**config.mk**
```make
export PLATFORM = sky130hd
export DESIGN_NAME = tube_sched
export DESIGN_NICKNAME = d
export VERILOG_FILES = /design/src/rtl/tube_sched.sv
export SDC_FILE = /design/constraint.sdc
export NUM_CORES = 1
export LEC_CHECK = 0
export ABC_CLOCK_PERIOD_IN_PS = 3900
export BUFFER_PORTS_ARGS = -buffer_cell sky130_fd_sc_hd__buf_2
export CORE_AREA = 2 2 46 48
export DETAILED_ROUTE_END_ITERATION = 8
export DIE_AREA = 0 0 48 50
export HOLD_SLACK_MARGIN = 0.15
export PLACE_DENSITY_LB_ADDON = 0.12
export SLEW_MARGIN = 20
export SYNTH_ARGS = -nofsm -noshare
export SYNTH_HDL_FRONTEND = slang
export SYNTH_SLANG_ARGS = --single-unit
```
**constraint.sdc**
```tcl
create_clock -name i_clk -period 3.9 [get_ports i_clk]
set_input_delay 0.39 -clock i_clk [delete_from_list [all_inputs] [get_ports i_clk]]
set_output_delay 0.39 -clock i_clk [all_outputs]
set_load 0.02 [all_outputs]
```
**src/rtl/tube_sched.sv**
```systemverilog
// tube_sched -- issue scheduler for the shared exec-stage tubes (tube_0c, tube_4c, tube_8c).
//
// One op request per cycle, tagged with its hart and a one-hot tube select. A request is
// granted only when the target tube is free, the hart has no multi-cycle op in flight and
// the writeback slot the op would retire into is unclaimed, so at most one tube retires per
// cycle. Each retiring result is tagged with its originating hart.
//
// Optional feature: define TUBE_SCHED_CHECK_EN to compare i_tube_valid against the expected
// retire vector every cycle (sticky o_err_proto) and to assert i_req_tube is one-hot.
// Undefined: i_tube_valid is ignored and o_err_proto is tied low.
//
// Ports:
//   i_clk, i_rst        clock, synchronous active-high reset
//   i_req_valid         op request
//   i_req_hart          requesting hart
//   i_req_tube          one-hot {8c,4c,0c} target
//   o_req_ready         request accepted when i_req_valid & o_req_ready
//   o_issue_sel         one-hot tube in_valid drive for the granted op
//   o_issue_hart        hart of the granted op
//   i_tube_valid        tube out_valid {8c,4c,0c} from exec (checked only with the macro)
//   o_done_valid        a tube result retires this cycle
//   o_done_tube         one-hot retiring tube
//   o_done_hart         hart owning the retiring result
//   o_hart_pending      per-hart multi-cycle op in flight
//   o_err_proto         sticky protocol error
module tube_sched #(
  parameter int unsigned HART_CNT = 4,
  parameter int unsigned HART_W   = $clog2(HART_CNT),
  parameter int unsigned LAT_4C   = 4,
  parameter int unsigned LAT_8C   = 8
) (
  input  logic                i_clk,
  input  logic                i_rst,
  input  logic                i_req_valid,
  input  logic [HART_W-1:0]   i_req_hart,
  input  logic [2:0]          i_req_tube,
  output logic                o_req_ready,
  output logic [2:0]          o_issue_sel,
  output logic [HART_W-1:0]   o_issue_hart,
  input  logic [2:0]          i_tube_valid,
  output logic                o_done_valid,
  output logic [2:0]          o_done_tube,
  output logic [HART_W-1:0]   o_done_hart,
  output logic [HART_CNT-1:0] o_hart_pending,
  output logic                o_err_proto
);

  localparam int unsigned CNT_W = $clog2(LAT_8C);
  localparam logic [CNT_W-1:0] LOAD_4C = CNT_W'(LAT_4C - 1);
  localparam logic [CNT_W-1:0] LOAD_8C = CNT_W'(LAT_8C - 1);
  // Remaining count of an 8c op that would retire in the same cycle as a 4c op granted now.
  localparam logic [CNT_W-1:0] SLOT_4C = CNT_W'(LAT_4C);

  typedef enum logic {StIdle, StBusy} tube_st_e;

  tube_st_e            r_st4, r_st8, w_st4_nxt, w_st8_nxt;
  logic [CNT_W-1:0]    r_cnt4, r_cnt8, w_cnt4_nxt, w_cnt8_nxt;
  logic [HART_W-1:0]   r_tag4, r_tag8, w_tag4_nxt, w_tag8_nxt;
  logic [HART_CNT-1:0] r_pend, w_pend_nxt;
  logic                r_err, w_err_nxt;

  logic       w_done4, w_done8, w_blk0, w_blk4, w_blk8;
  logic       w_ready, w_grant, w_issue4, w_issue8;
  logic [2:0] w_done_vec;

  assign w_done4 = (r_st4 == StBusy) && (r_cnt4 == '0);
  assign w_done8 = (r_st8 == StBusy) && (r_cnt8 == '0);

  // Blocking terms per target tube. A busy tube in its done cycle may be re-granted.
  // An 8c target never collides with 4c: the 4c count never reaches LAT_8C.
  assign w_blk0 = w_done4 || w_done8;
  assign w_blk4 = ((r_st4 == StBusy) && (r_cnt4 != '0)) ||
                  ((r_st8 == StBusy) && (r_cnt8 == SLOT_4C));
  assign w_blk8 = (r_st8 == StBusy) && (r_cnt8 != '0);

  // Independent of i_req_valid so upstream may derive valid from ready.
  assign w_ready = !r_pend[i_req_hart] &&
                   !(i_req_tube[0] && w_blk0) &&
                   !(i_req_tube[1] && w_blk4) &&
                   !(i_req_tube[2] && w_blk8);
  assign w_grant  = i_req_valid && w_ready;
  assign w_issue4 = w_grant && i_req_tube[1];
  assign w_issue8 = w_grant && i_req_tube[2];

  assign w_done_vec = {w_done8, w_done4, w_grant && i_req_tube[0]};

  assign o_req_ready    = w_ready;
  assign o_issue_sel    = i_req_tube & {3{w_grant}};
  assign o_issue_hart   = i_req_hart;
  assign o_done_valid   = |w_done_vec;
  assign o_done_tube    = w_done_vec;
  assign o_hart_pending = r_pend;

  always_comb begin
    o_done_hart = '0;
    if (w_done8)            o_done_hart = r_tag8;
    else if (w_done4)       o_done_hart = r_tag4;
    else if (w_done_vec[0]) o_done_hart = i_req_hart;
  end

  always_comb begin
    w_st4_nxt  = r_st4;
    w_cnt4_nxt = r_cnt4;
    w_tag4_nxt = r_tag4;
    w_st8_nxt  = r_st8;
    w_cnt8_nxt = r_cnt8;
    w_tag8_nxt = r_tag8;
    w_pend_nxt = r_pend;
    w_err_nxt  = r_err;

    if (w_issue4) begin
      w_st4_nxt  = StBusy;
      w_cnt4_nxt = LOAD_4C;
      w_tag4_nxt = i_req_hart;
    end else if (r_st4 == StBusy) begin
      if (r_cnt4 == '0) w_st4_nxt = StIdle;
      else              w_cnt4_nxt = r_cnt4 - 1'b1;
    end

    if (w_issue8) begin
      w_st8_nxt  = StBusy;
      w_cnt8_nxt = LOAD_8C;
      w_tag8_nxt = i_req_hart;
    end else if (r_st8 == StBusy) begin
      if (r_cnt8 == '0) w_st8_nxt = StIdle;
      else              w_cnt8_nxt = r_cnt8 - 1'b1;
    end

    // Clear before set: the retiring hart is still pending, so it cannot be the new grantee.
    if (w_done4) w_pend_nxt[r_tag4] = 1'b0;
    if (w_done8) w_pend_nxt[r_tag8] = 1'b0;
    if (w_issue4 || w_issue8) w_pend_nxt[i_req_hart] = 1'b1;

`ifdef TUBE_SCHED_CHECK_EN
    if (i_tube_valid != w_done_vec) w_err_nxt = 1'b1;
`endif
  end

  always_ff @(posedge i_clk) begin
    if (i_rst) begin
      r_st4  <= StIdle;
      r_cnt4 <= '0;
      r_tag4 <= '0;
      r_st8  <= StIdle;
      r_cnt8 <= '0;
      r_tag8 <= '0;
      r_pend <= '0;
      r_err  <= 1'b0;
    end else begin
      r_st4  <= w_st4_nxt;
      r_cnt4 <= w_cnt4_nxt;
      r_tag4 <= w_tag4_nxt;
      r_st8  <= w_st8_nxt;
      r_cnt8 <= w_cnt8_nxt;
      r_tag8 <= w_tag8_nxt;
      r_pend <= w_pend_nxt;
      r_err  <= w_err_nxt;
    end
  end

`ifdef TUBE_SCHED_CHECK_EN
  assign o_err_proto = r_err;
`ifndef SYNTHESIS
  always @(posedge i_clk) begin
    if (!i_rst && i_req_valid) begin
      assert ($onehot(i_req_tube))
        else $error("tube_sched: req_tube %b not one-hot", i_req_tube);
    end
  end
`endif
`else
  logic w_unused_tube_valid;
  assign w_unused_tube_valid = ^i_tube_valid;
  assign o_err_proto = r_err;
`endif

endmodule

```
==> metrics.md, run 1 <==
| Metric | Value |
|---|---|
| Fraction of registers with async set/reset | `0%` |
| Final Hold Viols | `0` |
| Netlist cell types | `38` |
| Reg-to-reg endpoint | `o_hart_pending[0]` |
| Worst-path maximum fanout | `5` |
| Hold Path Origin | `i_req_hart[1]` |
| Flop pwr share | `a little under half` |
| Static leakage | `~0.5 nW` |
| Post-CTS Hold Fix Bufs | `0` |
| TNS Setup | `0 ps` |
| I/O pin total | `28` |
| Number of antenna diodes | `0` |
| CP startpoint kind | `flip-flop` |
| Die area | `2400 um^2` |
| Reg2reg path depth | `7` |
| DR WL met3 | `about 150 um` |
| DRT antenna net count | `0` |
| Crit. End Element | `output port` |
| Final Hold Slack | `about 420 ps` |
| Most common flop cell mapped by yosys | `dfxtp_1` |
| Final WL | `around 2100 um` |
| Wire length per cell | `13.5 um` |
| RSZ-0062 raised after global routing | `false` |
| Mapped cell area | `~1000 um^2` |
| Pwr/cell area | `approximately 370 nW/um^2` |
| First-pass GRT wire length | `3580 um` |
| Syn_area_per_cell | `between 8 and 9 um^2` |
| PortBufs | `23` |
| Post-synth EDFFs | `0` |
| R2R Setup Slk | `between 1500 and 2000 ps` |
| CTS tree | `yes` |
| Post-DP HPWL | `about 1600 um` |
| Layout area overhead | `9.30%` |
| Final #Nets | `between 100 and 150` |
| Resized cells post-CTS | `0` |
| Synth warn | `0` |
| Outcome | `complete, no violations` |
| Comb pwr share | `around a third` |
| WP buf/inv | `2` |
| Total core area | `roughly 1900 um^2` |
| Clock skew | `3.20 ps` |
| Post-CTS setup buffers | `0` |
| Synthesized Nets | `about 130` |
| Met2 WL post-DR | `1080 um` |
| Finish-stage setup viols | `0` |
| Clock slew at reported path FFs | `90 ps` |
| GRT overflow | `0` |
| CP max-delay cell | `or2b_2` |
| Routability cong. | `around 0.8` |
| Worst reg2reg startpoint | `r_cnt8[0]` |
| Clock sink count | `16` |
| Min cycle time layout | `between 2000 and 3000 ps` |
| Drt pass-1 iters | `4` |
| WP depth | `8` |
| Initial antenna violation count | `0` |
| DR vias/cell | `roughly 5.5` |
| Psw | `between 0.1 and 0.15 mW` |
| CP delay by family, top | `simple AND/OR/NAND/NOR gates` |
| Peak VDD IR | `between 200 and 250 uV` |
| Hold Path Depth | `2` |
| Setup crit start | `r_cnt8[0]` |
| Total GRT Usage | `between 20% and 30%` |
| Commonest non-fill, non-tap cell in the layout | `buf_2` |
| Vias | `873` |
| Clock power share | `between 20% and 30%` |
| Worst Path Required | `about 3500 ps` |
| Initial Util | `between 50% and 60%` |
| Number of global-route vias before repair | `approximately 800` |
| Die width | `roughly 48 um` |
| Fin. max-slew vios | `0` |
| CTS Buffer Depth | `2` |
| Synth Instances | `approximately 120` |
| WL met1 | `between 800 and 900 um` |
| CTS Buf Count | `3` |
| Worst-skew pair later-pin latency | `290 ps` |
| CTS H-tree lvls | `1` |
| Layout cell share with drive strength beyond 1 | `about a quarter` |
| Int Pwr | `around 0.26 mW` |
| Layout Utilization | `57.2%` |
| Max-capacitance violation count | `0` |
| Hold endpoint | `o_hart_pending[1]` |
| Min-Delay Path Class | `in2reg` |
| Synth Register Bits | `16` |
| Top Layer Used | `met4` |
| Crit path DAT | `2330 ps` |
| Most frequent cells in the layout | `buf_2, dfxtp_1, nand2_1` |
| Largest net degree at the start of global routing | `17` |
| DRC | `0` |
| Period utilisation layout | `69.8%` |
| Crit path kind | `reg2out` |
| Initial drt markers | `20` |
| Post-synthesis sequential area ratio | `between 30% and 40%` |
| Fmax | `368 MHz` |
| Cell row count | `16` |
| Switching share of power | `34.9%` |
| CP cell instances | `inv_1 > ha_1 > or2b_2 > a311oi_2 > and2_4 > and4_4 > a221o_1 > buf_2` |
| Clock root cell | `clkbuf_4` |
| CP max stage delay | `approximately 340 ps` |
| Die Y | `~50 um` |
-- sequential cells by signal (all words and copies together) (netlist names) --
| name | count |
|---|---|
| r_st4 | 1 |
| r_tag8 | 2 |
| r_cnt4 | 3 |
| r_st8 | 1 |
| r_tag4 | 2 |
| r_cnt8 | 3 |
| o_hart_pending | 4 |
-- per-layer routing --
| metal | vias up | global-route usage, % |
|---|---|---|
| met2 | 41 | 35.1 |
| li1 | 435 | - |
| met3 | 4 | 4.40 |
| met4 | 0 | 6.76 |
| met1 | 393 | 25.7 |
| met5 | - | 0 |
-- cell usage after synthesis, types with 2 or more instances --
cell type	instances	share of area, %
clkbuf_1	2	0.75
inv_1	9	3.4
xnor2_1	2	1.8
a21oi_1	12	6.0
dfxtp_1	16	32
nor2_1	6	2.3
nand3b_1	2	1.5
nand2b_1	4	2.5
mux2i_1	2	2.0
ha_1	4	5.0
o2111ai_1	2	1.8
xor2_1	2	1.8
nand3_1	4	2.0
nand2_1	15	5.7
buf_4	8	6.0
nor4_1	2	1.3
o31ai_1	4	3.0
-- worst max-delay path by stage --
stage	to	slack [ps]
CTS	o_done_hart[0]	1190
floorplan	o_done_hart[0]	1560
global placement	o_done_hart[0]	1410
finish	o_done_hart[0]	1180
detailed placement	o_done_hart[0]	1390
global route	o_done_hart[0]	1050
-- power by group through the flow --
stage / combinational [mW] / clock [mW] / sequential [mW]
2_1_floorplan: 0.101 / 0 / 0.194
3_3_place_gp: 0.125 / 0 / 0.194
3_5_place_dp: 0.129 / 0 / 0.195
4_1_cts: 0.130 / 0.0891 / 0.191
5_1_grt: 0.144 / 0.0967 / 0.193
6_report: 0.129 / 0.0874 / 0.191
-- worst reg2reg max path, stage by stage (launching register included) --
cell and delay [ps]:
dfxtp_1 310, inv_1 100, ha_1 210, or2b_2 340, a311oi_2 320, and2_4 230, nand4_2 150, o31ai_1 260
-- area by class of cell --
type | instances | area (um^2)
Timing Repair Buffer | 23 | 115
Tap cell | 27 | 33.8
Fill cell | 194 | 813
Multi-Input combinational cell | 81 | 563
Clock buffer | 3 | 22.5
Inverter | 9 | 33.8
Sequential cell | 16 | 320
-- cells by family after synthesis --
| group | share of synthesized area (%) |
|---|---|
| XOR/XNOR | 3.52 |
| adder cells (fa/ha/maj) | 5.03 |
| other | 0.377 |
| AO/OA/AOI/OAI | 15.3 |
| flip-flops | 32.2 |
| multiplexers | 4.27 |
| AND/OR/NAND/NOR | 28.0 |
| buffers and inverters | 11.3 |
-- stage by stage --
| stage | instances | setup WS (ps) | instance area, um^2 | power (mW) |
|---|---|---|---|---|
| after floorplan | 117 | 1560 | 996 | 0.296 |
| final | 159 | 1180 | 1090 | 0.407 |
| after global routing | 159 | 1050 | 1090 | 0.434 |
| after global placement | 156 | 1410 | 1070 | 0.319 |
| after CTS | 159 | 1190 | 1090 | 0.410 |
| after detailed placement | 156 | 1390 | 1070 | 0.323 |
No activity file was read; power rests on OpenSTA's default activity.
==> inputs of run 2 (changes only) <==
Settings changed: ABC_CLOCK_PERIOD_IN_PS 3900 to 2400, CORE_AREA 2 2 46 48 to 2 2 51 53, DIE_AREA 0 0 48 50 to 0 0 53 55.
Clock period 3.9 ns to 2.4 ns, I/O delays scaled along.
==> run 2 against run 1 <==
Largest cell class unchanged. Wire length fell by 2.8%. Critical path depth fell by 2. Core utilization fell by 7.3 points. Power rose by 70%. Highest routed layer unchanged. Clock power rose by 58%. Critical endpoint unchanged. First-iteration DRC count fell by 25%.
==> metrics.md, run 2 (synthesis gave the netlist of run 1 again) <==
| Metric | Value |
|---|---|
| PortBufs | `23 (unchanged)` |
| Layout cell share with drive strength beyond 1 | `35.3% (+8.7 points)` |
| Die Y | `55 um (+10%)` |
| Routability cong. | `0.741 (-7.3%)` |
| Pwr Total | `0.692 mW (+70%)` |
| Min cycle time layout | `2360 ps` |
| Wire length per cell | `12.3 um (-8.5%)` |
| Die area | `2920 um^2 (+21%)` |
| Min-Delay Path Class | `in2reg` |
| Total core area | `2360 um^2 (+24%)` |
| Final WL | `2090 um (-2.8%)` |
| Cell row count | `18 (+2)` |
| RSZ-0062 raised after global routing | `true` |
| Crit. End Element | `output port` |
| GRT overflow | `0 (unchanged)` |
| Outcome | `complete, no violations` |
| Reg-to-reg endpoint | `r_tag8[0]` |
| DRT antenna net count | `0 (unchanged)` |
| Fmax | `424 MHz` |
| Drt pass-1 iters | `4 (unchanged)` |
| Worst reg2reg startpoint | `o_hart_pending[3]` |
| I/O pin total | `28 (unchanged)` |
| R2R Setup Slk | `470 ps (-1430 ps)` |
| CTS Buf Count | `3 (unchanged)` |
| Hold Path Origin | `i_req_hart[1]` |
| Clock root cell | `clkbuf_4` |
| Post-route cell area | `1180 um^2 (+8.4%)` |
| Post-DP HPWL | `1600 um (-1.2%)` |
| First-pass GRT wire length | `3250 um (-9.3%)` |
| DR vias/cell | `5.15 (-6.1%)` |
| Initial Util | `42.1% (-10 points)` |
| Clock slew at reported path FFs | `90 ps (about the same)` |
| Crit path kind | `reg2out` |
| Static leakage | `0.537 nW (+7.8%)` |
| Max-capacitance violation count | `0 (unchanged)` |
| Max FFs per register | `4 (unchanged)` |
| Peak VDD IR | `293 uV (+32%)` |
| Initial antenna violation count | `0 (unchanged)` |
| Finish-stage setup viols | `0 (unchanged)` |
| Placed cell area | `1080 um^2 (+1.8%)` |
| Initial drt markers | `15 (-25%)` |
| CTS H-tree lvls | `1 (unchanged)` |
| Hold Path Depth | `3 (+1)` |
| Most frequent cells in the layout | `buf_2, nand2_1, dfxtp_1` |
| DRC | `0 (unchanged)` |
| Setup crit start | `o_hart_pending[3]` |
| Clock sink count | `16 (unchanged)` |
| Clock skew | `7.81 ps (+4.61 ps)` |
| Number of global-route vias before repair | `731 (-11%)` |
| Largest net degree at the start of global routing | `17 (unchanged)` |
| Hold endpoint | `r_tag4[1]` |
| Layout area overhead | `18.5%` |
| Period utilisation layout | `between 90% and 100%` |
| Final #Nets | `156 (+4.7%)` |
| CP startpoint kind | `flip-flop` |
| Worst-path maximum fanout | `5 (unchanged)` |
| Count of filler cells inserted in the layout | `236 (+22%)` |
| Fin. max-slew vios | `0 (unchanged)` |
| Vias | `871 (-0.23%)` |
| Layout Utilization | `49.9% (-7.3 points)` |
| CTS tree | `yes` |
| Worst-skew pair later-pin latency | `280 ps (about the same)` |
| Worst Path Required | `2160 ps (-1350 ps)` |
| CTS Buffer Depth | `2 (unchanged)` |
| Pwr/cell area | `587 nW/um^2 (+57%)` |
| TNS Setup | `0 ps (unchanged)` |
| Total GRT Usage | `15.6% (-5.4 points)` |
| Commonest non-fill, non-tap cell in the layout | `buf_2` |
| Die width | `53 um (+10%)` |
| Reg2reg path depth | `7 (unchanged)` |
| Crit path DAT | `2120 ps (-210 ps)` |
| Number of antenna diodes | `0 (unchanged)` |
| Final Hold Viols | `0 (unchanged)` |
## run 2: cell count changes in the layout (fill, tap and decap cells not counted), sizes merged
cell	delta
buf	+7
## run 2: stage by stage
stage / hold WS (ps) / std cells / setup slack (ps)
2_1_floorplan: 342 / 117 / 255
3_3_place_gp: 488 / 161 / 176
3_5_place_dp: 495 / 161 / 172
4_1_cts: 268 / 166 / 14.3
5_1_grt: 290 / 169 / -18.5
6_report: 277 / 169 / 39.2
## run 2: worst max path at each step
stage / endpoint / slack, ps / cells after the start
after global placement: o_done_hart[0] / 180 / 8
final: o_done_hart[0] / 40 / 6
after detailed placement: o_done_hart[0] / 170 / 8
after floorplan: o_done_hart[0] / 260 / 7
after global routing: o_done_hart[0] / -20 / 6
after CTS: o_done_hart[0] / 10 / 9
## run 2: worst max-delay path, stage by stage (launching register included)
cell and delay, ps:
dfxtp_2 340, mux4_2 490, a311oi_2 280, and2_4 210
and4_4 240, a221o_1 160, buf_6 120
## run 2: cell type report
| cell class | count | area, um^2 | share of cell area (%) |
|---|---|---|---|
| inverters | 9 | 33.8 | 2.86 |
| well taps | 30 | 37.5 | 3.18 |
| repair buffers | 30 | 191 | 16.2 |
| clock buffers | 3 | 22.5 | 1.91 |
| multi-input cells | 81 | 572 | 48.5 |
| flip-flops and latches | 16 | 323 | 27.4 |
## run 2: timing repair
item | CTS | global route
buffers inserted | 2 | 3
resized for setup | 4 | 8
endpoints found under the hold margin | 0 | 0
endpoints found under the setup margin | 6 | 4
pin swaps | 4 | 3
hold buffers | 0 | 0
## run 2: power breakdown
part	total, mW	internal, mW	leakage, nW	switching (mW)
logic	0.244	0.113	0.392	0.130
registers	0.311	0.290	0.132	0.0212
clock network	0.138	0.0581	0.0138	0.0794
## run 2: per-layer routing
layer / track usage [%] / up-vias / wire length (um)
met4: 7.69 / 0 / 20
li1: - / 448 / -
met5: 0 / - / 0
met1: 19.7 / 397 / 1020
met3: 1.61 / 2 / 94
met2: 26.7 / 24 / 952
